==> src/rtl/sw_io_defs_pkg.sv <==
`default_nettype none
// +----------------------------------------------------------------------+
// | sw_io_defs : shared CPU bus address map and mem_cmd encodings        |
// | Rev 1.0                                                              |
// +----------------------------------------------------------------------+
package sw_io_defs;

    localparam logic [8:0] SW_STATE_ADDR = 9'h140;
    localparam logic [8:0] SW_EDGE_ADDR  = 9'h141;
    localparam logic [8:0] SW_CTRL_ADDR  = 9'h142;

    typedef enum logic [1:0] {
        MNONE  = 2'b00,
        MREAD  = 2'b01,
        MWRITE = 2'b10
    } mem_cmd_e;

    function automatic logic is_sw_port_addr(input logic [8:0] addr);
        return (addr == SW_STATE_ADDR) || (addr == SW_EDGE_ADDR) || (addr == SW_CTRL_ADDR);
    endfunction

endpackage
`default_nettype wire

==> src/rtl/sw_debounce_bit.sv <==
`default_nettype none
// +----------------------------------------------------------------------+
// | sw_debounce_bit : 2-FF synchroniser, tick-sampled history, stable FF |
// | Rev 1.0                                                              |
// +----------------------------------------------------------------------+
module sw_debounce_bit #(
    parameter int STABLE_SAMPLES = 4
) (
    input  logic clk,
    input  logic reset_n,
    input  logic tick,
    input  logic sw,
    output logic stable,
    output logic rise,
    output logic fall
);

    logic                      sync1;
    logic                      sync2;
    logic [STABLE_SAMPLES-1:0] samples;
    logic [STABLE_SAMPLES-1:0] shifted;
    logic                      all_ones;
    logic                      all_zeros;

    // Acceptance looks at the history including the sample taken on this tick.
    assign shifted   = {samples[STABLE_SAMPLES-2:0], sync2};
    assign all_ones  = &shifted;
    assign all_zeros = ~|shifted;
    assign rise      = tick & all_ones & ~stable;
    assign fall      = tick & all_zeros & stable;

    always_ff @(posedge clk or negedge reset_n) begin
        if (!reset_n) begin
            sync1   <= 1'b0;
            sync2   <= 1'b0;
            samples <= '0;
            stable  <= 1'b0;
        end else begin
            sync1 <= sw;
            sync2 <= sync1;
            if (tick) begin
                samples <= shifted;
            end
            if (rise) begin
                stable <= 1'b1;
            end else if (fall) begin
                stable <= 1'b0;
            end
        end
    end

endmodule
`default_nettype wire

==> src/rtl/sw_input_port.sv <==
`default_nettype none
// +----------------------------------------------------------------------+
// | sw_input_port : debounced switch peripheral with sticky edge capture |
// | Rev 1.0                                                              |
// +----------------------------------------------------------------------+
module sw_input_port
    import sw_io_defs::*;
#(
    parameter int WIDTH          = 8,
    parameter int TICK_DIV       = 50000,
    parameter int STABLE_SAMPLES = 4
) (
    input  logic             clk,
    input  logic             reset_n,
    input  logic [WIDTH-1:0] sw,
    input  logic [8:0]       mem_addr,
    input  logic [1:0]       mem_cmd,
    input  logic [15:0]      wdata,
    output logic [15:0]      rdata,
    output logic             rd_en,
    output logic             irq
);

    localparam int CNT_W = $clog2(TICK_DIV);

    logic [CNT_W-1:0] prescale;
    logic             tick;
    logic [WIDTH-1:0] stable;
    logic [WIDTH-1:0] rise;
    logic [WIDTH-1:0] fall;
    logic [WIDTH-1:0] edge_bits;
    logic [WIDTH-1:0] edge_set;
    logic [WIDTH-1:0] edge_clr;
    logic [WIDTH-1:0] edge_next;
    logic [1:0]       ctrl;
    logic             is_read;
    logic             is_write;
    logic             hit_state;
    logic             hit_edge;
    logic             hit_ctrl;
    logic             unused_wdata;

    assign tick = (prescale == CNT_W'(TICK_DIV - 1));

    always_ff @(posedge clk or negedge reset_n) begin
        if (!reset_n) begin
            prescale <= '0;
        end else if (tick) begin
            prescale <= '0;
        end else begin
            prescale <= prescale + 1'b1;
        end
    end

    generate
        for (genvar i = 0; i < WIDTH; i++) begin : g_bit
            sw_debounce_bit #(
                .STABLE_SAMPLES(STABLE_SAMPLES)
            ) u_debounce (
                .clk    (clk),
                .reset_n(reset_n),
                .tick   (tick),
                .sw     (sw[i]),
                .stable (stable[i]),
                .rise   (rise[i]),
                .fall   (fall[i])
            );
        end
    endgenerate

    assign is_read   = (mem_cmd == MREAD);
    assign is_write  = (mem_cmd == MWRITE);
    assign hit_state = (mem_addr == SW_STATE_ADDR);
    assign hit_edge  = (mem_addr == SW_EDGE_ADDR);
    assign hit_ctrl  = (mem_addr == SW_CTRL_ADDR);

    // Set has priority over a same-cycle write-1-to-clear of the same bit.
    assign edge_set  = (rise & {WIDTH{ctrl[0]}}) | (fall & {WIDTH{ctrl[1]}});
    assign edge_clr  = (is_write && hit_edge) ? wdata[WIDTH-1:0] : '0;
    assign edge_next = (edge_bits & ~edge_clr) | edge_set;

    always_ff @(posedge clk or negedge reset_n) begin
        if (!reset_n) begin
            edge_bits <= '0;
            ctrl      <= 2'b01;
            irq       <= 1'b0;
        end else begin
            edge_bits <= edge_next;
            irq       <= |edge_next;
            if (is_write && hit_ctrl) begin
                ctrl <= wdata[1:0];
            end
        end
    end

    always_comb begin
        rdata = '0;
        rd_en = is_read && is_sw_port_addr(mem_addr);
        if (rd_en) begin
            if (hit_state) begin
                rdata[WIDTH-1:0] = stable;
            end else if (hit_edge) begin
                rdata[WIDTH-1:0] = edge_bits;
            end else begin
                rdata[1:0] = ctrl;
            end
        end
    end

    assign unused_wdata = ^wdata[15:WIDTH];

endmodule
`default_nettype wire

==> config.mk <==
export PLATFORM = sky130hd
export DESIGN_NAME = sw_input_port
export DESIGN_NICKNAME = d
export VERILOG_FILES = /design/src/rtl/sw_io_defs_pkg.sv /design/src/rtl/sw_debounce_bit.sv /design/src/rtl/sw_input_port.sv
export SDC_FILE = /design/constraint.sdc
export NUM_CORES = 1
export LEC_CHECK = 0
export ABC_AREA = 1
export ABC_CLOCK_PERIOD_IN_PS = 1800
export BUFFER_PORTS_ARGS = -buffer_cell sky130_fd_sc_hd__clkbuf_2
export CELL_PAD_IN_SITES_DETAIL_PLACEMENT = 1
export CELL_PAD_IN_SITES_GLOBAL_PLACEMENT = 1
export CORE_AREA = 2 2 100 102
export CTS_BUF_LIST = sky130_fd_sc_hd__clkbuf_2 sky130_fd_sc_hd__clkbuf_4 sky130_fd_sc_hd__clkbuf_8
export CTS_CLUSTER_SIZE = 14
export DETAILED_ROUTE_END_ITERATION = 10
export DIE_AREA = 0 0 102 104
export GPL_TIMING_DRIVEN = 1
export PLACE_DENSITY_LB_ADDON = 0.3
export SYNTH_ARGS = -nofsm -noshare
export SYNTH_HDL_FRONTEND = slang
export SYNTH_SLANG_ARGS = --single-unit
==> constraint.sdc <==
create_clock -name clk -period 1.8 [get_ports clk]
set_clock_uncertainty 0.05 [all_clocks]
set_input_delay 0.09 -clock clk [delete_from_list [all_inputs] [get_ports clk]]
set_output_delay 0.09 -clock clk [all_outputs]
set_load 0.02 [all_outputs]
==> impl_metrics.env, run 1 <==
export IMPL_drtAntennaViolNets=0
export IMPL_nets=584
export IMPL_cpMaxStageDelayCell="dfrtp_1"
export IMPL_whs_ns=0.0735
export IMPL_ys_top_cells_by_count="nand2_1, dfrtp_1, nor2_1"
export IMPL_async_flop_share=1.00
export IMPL_hold_viol_final=0
export IMPL_synth_cell_types=31
export IMPL_ys_flop_type="dfrtp_1"
export IMPL_synth_edf_count=0
export IMPL_die_h_um=104
export IMPL_clock_root_buffer="clkbuf_8"
export IMPL_multi_input_comb_area_um2=1490
export IMPL_synth_top_cell_by_area="dfrtp_1"
export IMPL_syn_inst=455
export IMPL_grt_pass1_wl_mm=15.5
export IMPL_synth_area_um2=3610
export IMPL_wirelength_mm=9.46
export IMPL_die_area_um2=10600
export IMPL_worst_slack_ns=0.00737
export IMPL_gp_congestion=0.786
export IMPL_drt_wirelength_per_cell_um=13.8
export IMPL_clk_latency_ns=0.36
export IMPL_power_mw=3.44
export IMPL_worst_path_buf_inv=4
export IMPL_critPathLaunchType="flop"
export IMPL_min_path_type="in -> reg"
export IMPL_path_cells="ha_4 > nand3_4 > buf_6 > nor4_4 > buf_6 > buf_12 > buf_6 > nand2_1 > a22oi_1"
export IMPL_peakVddDrop_uv=354
export IMPL_synth_most_common_cell="nand2_1"
export IMPL_grt_antenna_before_repair=0
export IMPL_period_share=0.996
export IMPL_fmax_mhz=558
export IMPL_cts_tree="yes"
export IMPL_via_count=3261
export IMPL_status="finished, final reports clean"
export IMPL_initial_core_util=0.378
export IMPL_critPathCaptureType="flop"
export IMPL_fillCellCount=1208
export IMPL_fin_setup_tns_ns=0
export IMPL_arrival_ns=2.01
export IMPL_rsz0062_at_grt="yes"
export IMPL_via_per_inst=4.77
export IMPL_p_per_area_nw_per_um2=723
export IMPL_final_cells=684
export IMPL_dp_hpwl_mm=6.47
export IMPL_grt_ovfl_total=0
export IMPL_grt_usage=0.183
export IMPL_ctsHtreeMaxLevel=3
export IMPL_p_leak_nw=2.52
export IMPL_finalSetupViolations=0
export IMPL_antenna_cells=0
export IMPL_cts_buffers=9
export IMPL_post_place_ws_ns=-0.263
export IMPL_finalMaxSlewViolations=0
export IMPL_drt_iter0_drc=92
export IMPL_cpMostUsedCell="buf_6"
export IMPL_required_ns=2.02
export IMPL_ys_ff_latch=75
export IMPL_critical_path_class="reg -> reg"
export IMPL_ff_latch_area_um2=1880
export IMPL_dp_cells=641
export IMPL_first_pass_iters=4
export IMPL_fp_dieW_um=102
export IMPL_port_buffers=38
export IMPL_cp_max_fo=7
export IMPL_drc=0
export IMPL_syn_avg_cell_area_um2=7.94
export IMPL_ios=55
export IMPL_clockBufferDepth=2
export IMPL_drive_gt1_frac=0.232
export IMPL_syn2layout_area_growth_pct=31.9
export IMPL_cpLargestDelayFamily="buffers and inverters"
export IMPL_slowest_delay_ns=0.41
export IMPL_grt_pass1_vias=3348
export IMPL_drv_cap=0
export IMPL_core_area_um2=9550
export IMPL_yosys_warnings=0
export IMPL_ys_seq_area_frac=0.520
export IMPL_yosysTopAreaCellShare=0.513
export IMPL_fin_crit_ns=1.79
export IMPL_grt_max_degree=50
export IMPL_rows=36
export IMPL_clock_sinks=75
export IMPL_ys_top_cells_by_area="dfrtp_1, nand2_1, nor2_1, inv_1, nand4_1"
export IMPL_clkTransAtPathRegs_ns=0.08
[state kept, by name, indices dropped and copies added, names as in the netlist]
signal and flops:
prescale 16, g_bit.u_debounce.sync2 8, g_bit.u_debounce.sync1 8, ctrl 2, irq 1, edge_bits 8, g_bit.u_debounce.stable 8, g_bit.u_debounce.samples 24
[placed cells by master, fill, tap and decap left out, types with 2 or more instances in the layout]
cell type / count
bufinv_16: 3
inv_2: 2
conb_1: 8
buf_6: 5
nand2_2: 7
nand2_1: 108
clkinv_2: 2
o21ai_0: 9
a22o_1: 3
nand3_1: 4
buf_8: 2
nor3_1: 10
inv_1: 62
xor2_1: 6
clkbuf_8: 9
nand3_2: 3
nor2_4: 3
nand4_1: 27
dfrtp_1: 74
dlygate4sd3_1: 11
a21oi_1: 10
a22oi_1: 6
nor2_1: 66
o21ai_1: 13
nor2_2: 5
clkbuf_4: 2
buf_4: 35
buf_12: 3
clkbuf_2: 37
[final timing paths]
check,from,end,slack [ns],cells past startpoint
setup / recovery,prescale[1],g_bit[4].u_debounce.stable,0.007,9
hold / removal,wdata[7],edge_bits[7],0.07,6
setup reg to reg,prescale[1],g_bit[4].u_debounce.stable,0.007,9
hold reg to reg,g_bit[4].u_debounce.sync1,g_bit[4].u_debounce.sync2,0.31,0
max in group asynchronous,reset_n,g_bit[5].u_debounce.samples[0],0.98,3
min in group asynchronous,reset_n,ctrl[1],0.13,2
[area by class of cell]
type,instances,share of cell area
Clock buffer,11,0.0292
Timing Repair Buffer,94,0.153
Sequential cell,75,0.394
Tap cell,133,0.0349
Inverter,66,0.0539
Multi-Input combinational cell,300,0.313
Clock inverter,5,0.0215
[worst reg2reg max path, delay by kind of cell (launching register included)]
family          cells  cell delay [ns]
buf+inv             4             0.56
flops               1             0.41
simple gates        3             0.38
fa+ha+maj           1             0.18
compound gates      1             0.14
[report_power, final]
part	switching, mW	total [mW]	internal, mW	leakage [nW]
registers	0.0126	1.72	1.70	0.988
clock network	0.639	1.59	0.950	0.120
logic	0.0869	0.140	0.0526	1.42
[logic make-up after synthesis]
family	share of synthesized area
adders and majority gates	0.00346
other	0.00104
and+or+nand+nor	0.282
buffers and inverters	0.104
xor gates and xnor gates	0.0170
DFF	0.520
AOI/OAI and AO/OA	0.0717
[per-stage QoR]
step | cell area (um^2) | util
floorplan | 3640 | -
global placement | 4110 | 0.430
detailed placement | 4110 | 0.430
CTS | 4550 | 0.476
global route | 4760 | 0.499
finish | 4760 | 0.499
[routing by layer]
| metal | wire length (um) | vias to the layer above | global-route usage | part of all wire |
|---|---|---|---|---|
| li1 | - | 1601 | - | - |
| met1 | 4350 | 1595 | 0.240 | 0.46 |
| met2 | 4690 | 54 | 0.306 | 0.50 |
| met3 | 306 | 11 | 0.0329 | 0.032 |
| met4 | 119 | 0 | 0.0581 | 0.013 |
| met5 | 0 | - | 0 | 0 |
[timing repair]
action	4_1_cts	5_1_grt
hold buffers	11	0
pin swaps	3	7
resized for setup	12	44
buffers inserted	6	10
endpoints found under the hold margin	85	0
cloned	1	1
endpoints found under the setup margin	43	47
Note: power is estimated with default switching activity, not from simulation.
==> run 2, diff against run 1 <==
- ABC_CLOCK_PERIOD_IN_PS: 1800 -> 1570
- CORE_AREA: 2 2 100 102 -> 2 2 98 100
- DIE_AREA: 0 0 102 104 -> 0 0 100 102
- SYNTH_HIERARCHICAL: default -> 1
- clock period: 1.8 -> 1.57 ns (I/O delays scaled with it)
==> run 2 against run 1 <==
Effect of this change:
- combinational power increased by 24%
- fmax decreased by 15%
- highest routed layer unchanged
- clock power decreased by 5%
- critical path type unchanged
- critical endpoint is now irq
- sequential share of layout area decreased by 3.9 points
- wire length increased by 11%
- via count increased by 0.77%
- cell count decreased by 1.6%
- largest cell class unchanged
- cell area increased by 11%
- the run now ends with setup timing left
- flip-flop and latch count unchanged
==> impl_metrics.env, run 2 <==
export IMPL_drv_cap=0
export IMPL_hold_path_startpoint="mem_addr[1]"
export IMPL_grt_pass1_wl_mm=15.9
export IMPL_yosysTopAreaCellShare=0.524
export IMPL_fp_dieW_um=100
export IMPL_critPathCaptureType="flop"
export IMPL_port_buffers=38
export IMPL_largest_register="g_bit.u_debounce/samples"
export IMPL_pwr_share_seq=0.539
export IMPL_grt_usage=0.200
export IMPL_layout_common_cells="dfrtp_1, buf_4, inv_1, nand2_1, nor2_1"
export IMPL_status="finished with violations"
export IMPL_drtAntennaViolNets=0
export IMPL_critical_path_class="reg -> reg"
export IMPL_switchingPower_uw=775
export IMPL_min_path_type="in -> reg"
export IMPL_cts_tree="yes"
export IMPL_clock_root_buffer="clkbuf_8"
export IMPL_r2r_end="irq"
export IMPL_grt_antenna_before_repair=0
export IMPL_finalMaxSlewViolations=0
export IMPL_min_path_cells=3
export IMPL_power_mw=3.65
export IMPL_post_place_ws_ns=-0.508
export IMPL_via_per_inst=4.88
export IMPL_top_regs="g_bit.u_debounce/samples (24), prescale (16)"
export IMPL_grt_ovfl_total=0
export IMPL_worstHoldEndpoint="ctrl[0]"
export IMPL_rsz0062_at_grt="yes"
export IMPL_peakVddDrop_uv=375
export IMPL_post_dp_cell_area_um2=4200
export IMPL_synth_edf_count=0
export IMPL_fin_setup_tns_ns=-11.11
export IMPL_ys_seq_area_frac=0.531
export IMPL_clk_latency_ns=0.35
export IMPL_ctsHtreeMaxLevel=3
export IMPL_clockBufferDepth=2
export IMPL_ff2ff_path_depth=15
export IMPL_dp_hpwl_mm=6.27
export IMPL_ys_top_cells_by_area="dfrtp_1, nand2_1, inv_1, nor2_1, nand3_1"
export IMPL_finalSetupViolations=44
export IMPL_layout_commonest_cell="dfrtp_1"
export IMPL_synth_area_um2=3530
export IMPL_p_leak_nw=2.71
export IMPL_hold_viol_final=0
export IMPL_first_pass_iters=4
export IMPL_drive_gt1_frac=0.423
export IMPL_power_frac_clock=0.414
export IMPL_syn2layout_area_growth_pct=49.7
export IMPL_drt_wirelength_per_cell_um=15.6
export IMPL_gp_congestion=0.843
export IMPL_die_h_um=102
export IMPL_drc=0
export IMPL_nets=596
export IMPL_p_per_area_nw_per_um2=689
export IMPL_final_cells=673
export IMPL_drt_iter0_drc=74
export IMPL_synth_top_cell_by_area="dfrtp_1"
export IMPL_cts_buffers=9
export IMPL_period_share=1.34
export IMPL_worst_slack_ns=-0.535
export IMPL_required_ns=1.76
export IMPL_arrival_ns=2.30
export IMPL_fmax_mhz=475
export IMPL_dp_cells=607
export IMPL_ys_ff_latch=75
export IMPL_rows=35
export IMPL_wirelength_mm=10.5
export IMPL_die_area_um2=10200
export IMPL_ys_flop_type="dfrtp_1"
export IMPL_ios=55
export IMPL_via_count=3286
export IMPL_switching_share=0.213
export IMPL_power_internal_mw=2.87
export IMPL_power_frac_comb=0.047
export IMPL_syn_inst=417
export IMPL_rr_startpoint="prescale[0]"
export IMPL_syn_avg_cell_area_um2=8.48
export IMPL_grt_pass1_vias=3452
export IMPL_initial_core_util=0.388
export IMPL_core_area_um2=9110
export IMPL_synth_cell_types=31
export IMPL_async_flop_share=1.00
export IMPL_grt_max_degree=33
export IMPL_clkTransAtPathRegs_ns=0.07
export IMPL_fin_crit_ns=2.11
export IMPL_reg2reg_slack_ns=-0.54
export IMPL_cp_max_fo=7
export IMPL_clock_sinks=75
export IMPL_ys_top_cells_by_count="dfrtp_1, nand2_1, inv_1"
export IMPL_yosys_warnings=6
export IMPL_fin_area_um2=5290
export IMPL_violations="setup timing"
export IMPL_critPathLaunchType="flop"
export IMPL_fillCellCount=1075
export IMPL_largest_reg_flops=24
export IMPL_antenna_cells=0
[run 2: worst max path at each step]
stage | from | to | slack (ns) | cells past startpoint
after floorplan | prescale[0] | irq | -1.0 | 14
after global placement | prescale[1] | irq | -0.41 | 15
after detailed placement | prescale[1] | irq | -0.51 | 15
after CTS | prescale[0] | irq | -0.47 | 15
after global routing | prescale[6] | irq | -0.67 | 14
final | prescale[0] | irq | -0.54 | 15
[run 2: kinds of logic (layout without fill, tap and decap cells)]
logic type	count (synthesis)	after routing	synth area share
and+or+nand+nor	190	191	0.246
buffers and inverters	83	220	0.0998
DFF	75	75	0.531
AOI/OAI and AO/OA	59	59	0.0988
xor gates and xnor gates	8	8	0.0198
adders and majority gates	1	1	0.00354
other	1	8	0.00106
[run 2: worst max-delay path, cell delays in order (launching register included)]
cell and delay [ns]:
dfrtp_1 0.39, ha_2 0.20, nand2_2 0.07, inv_2 0.05
nand3_4 0.06, nor3_4 0.06, buf_6 0.12, clkbuf_16 0.15
buf_4 0.15, nand3_2 0.10, nor2_1 0.04, a22o_1 0.20
a21oi_2 0.12, nand2_1 0.07, nor2_1 0.11, nand2_1 0.06
[run 2: layout make-up]
| type | count | area (um^2) | area share |
|---|---|---|---|
| Sequential cell | 75 | 1880 | 0.355 |
| Clock buffer | 13 | 166 | 0.0314 |
| Inverter | 72 | 274 | 0.0518 |
| Multi-Input combinational cell | 267 | 1680 | 0.317 |
| Clock inverter | 2 | 35.0 | 0.00662 |
| Tap cell | 111 | 139 | 0.0262 |
| Timing Repair Buffer | 133 | 1120 | 0.212 |
[run 2: metrics by stage]
| stage | hold WS, ns | utilization |
|---|---|---|
| 3_3_place_gp | -0.0265 | 0.461 |
| 3_5_place_dp | -0.0249 | 0.461 |
| 5_1_grt | 0.0715 | 0.581 |
| 2_1_floorplan | -0.267 | - |
| 6_report | 0.0336 | 0.581 |
| 4_1_cts | 0.00292 | 0.538 |
[run 2: what timing repair did]
item | in CTS | in global routing
buffers inserted | 17 | 16
hold buffers | 17 | 0
gates resized for setup | 49 | 80
gates cloned | 3 | 1
setup endpoints to repair | 40 | 59
pin swaps | 19 | 17
hold endpoints to repair | 91 | 0
[run 2: power groups by stage]
stage          clock network (mW)  logic [mW]  registers [mW]
2_1_floorplan                   0      0.0525            2.00
3_3_place_gp                    0       0.128            2.00
3_5_place_dp                    0       0.130            2.00
4_1_cts                      1.56       0.168            1.96
5_1_grt                      1.62       0.193            1.96
6_report                     1.51       0.173            1.96
[run 2: per-layer routing]
layer | up-vias | routed length [um] | track usage
met3 | 20 | 277 | 0.0404
met5 | - | 0 | 0
li1 | 1588 | - | -
met1 | 1623 | 4370 | 0.226
met4 | 0 | 223 | 0.0748
met2 | 55 | 5600 | 0.374
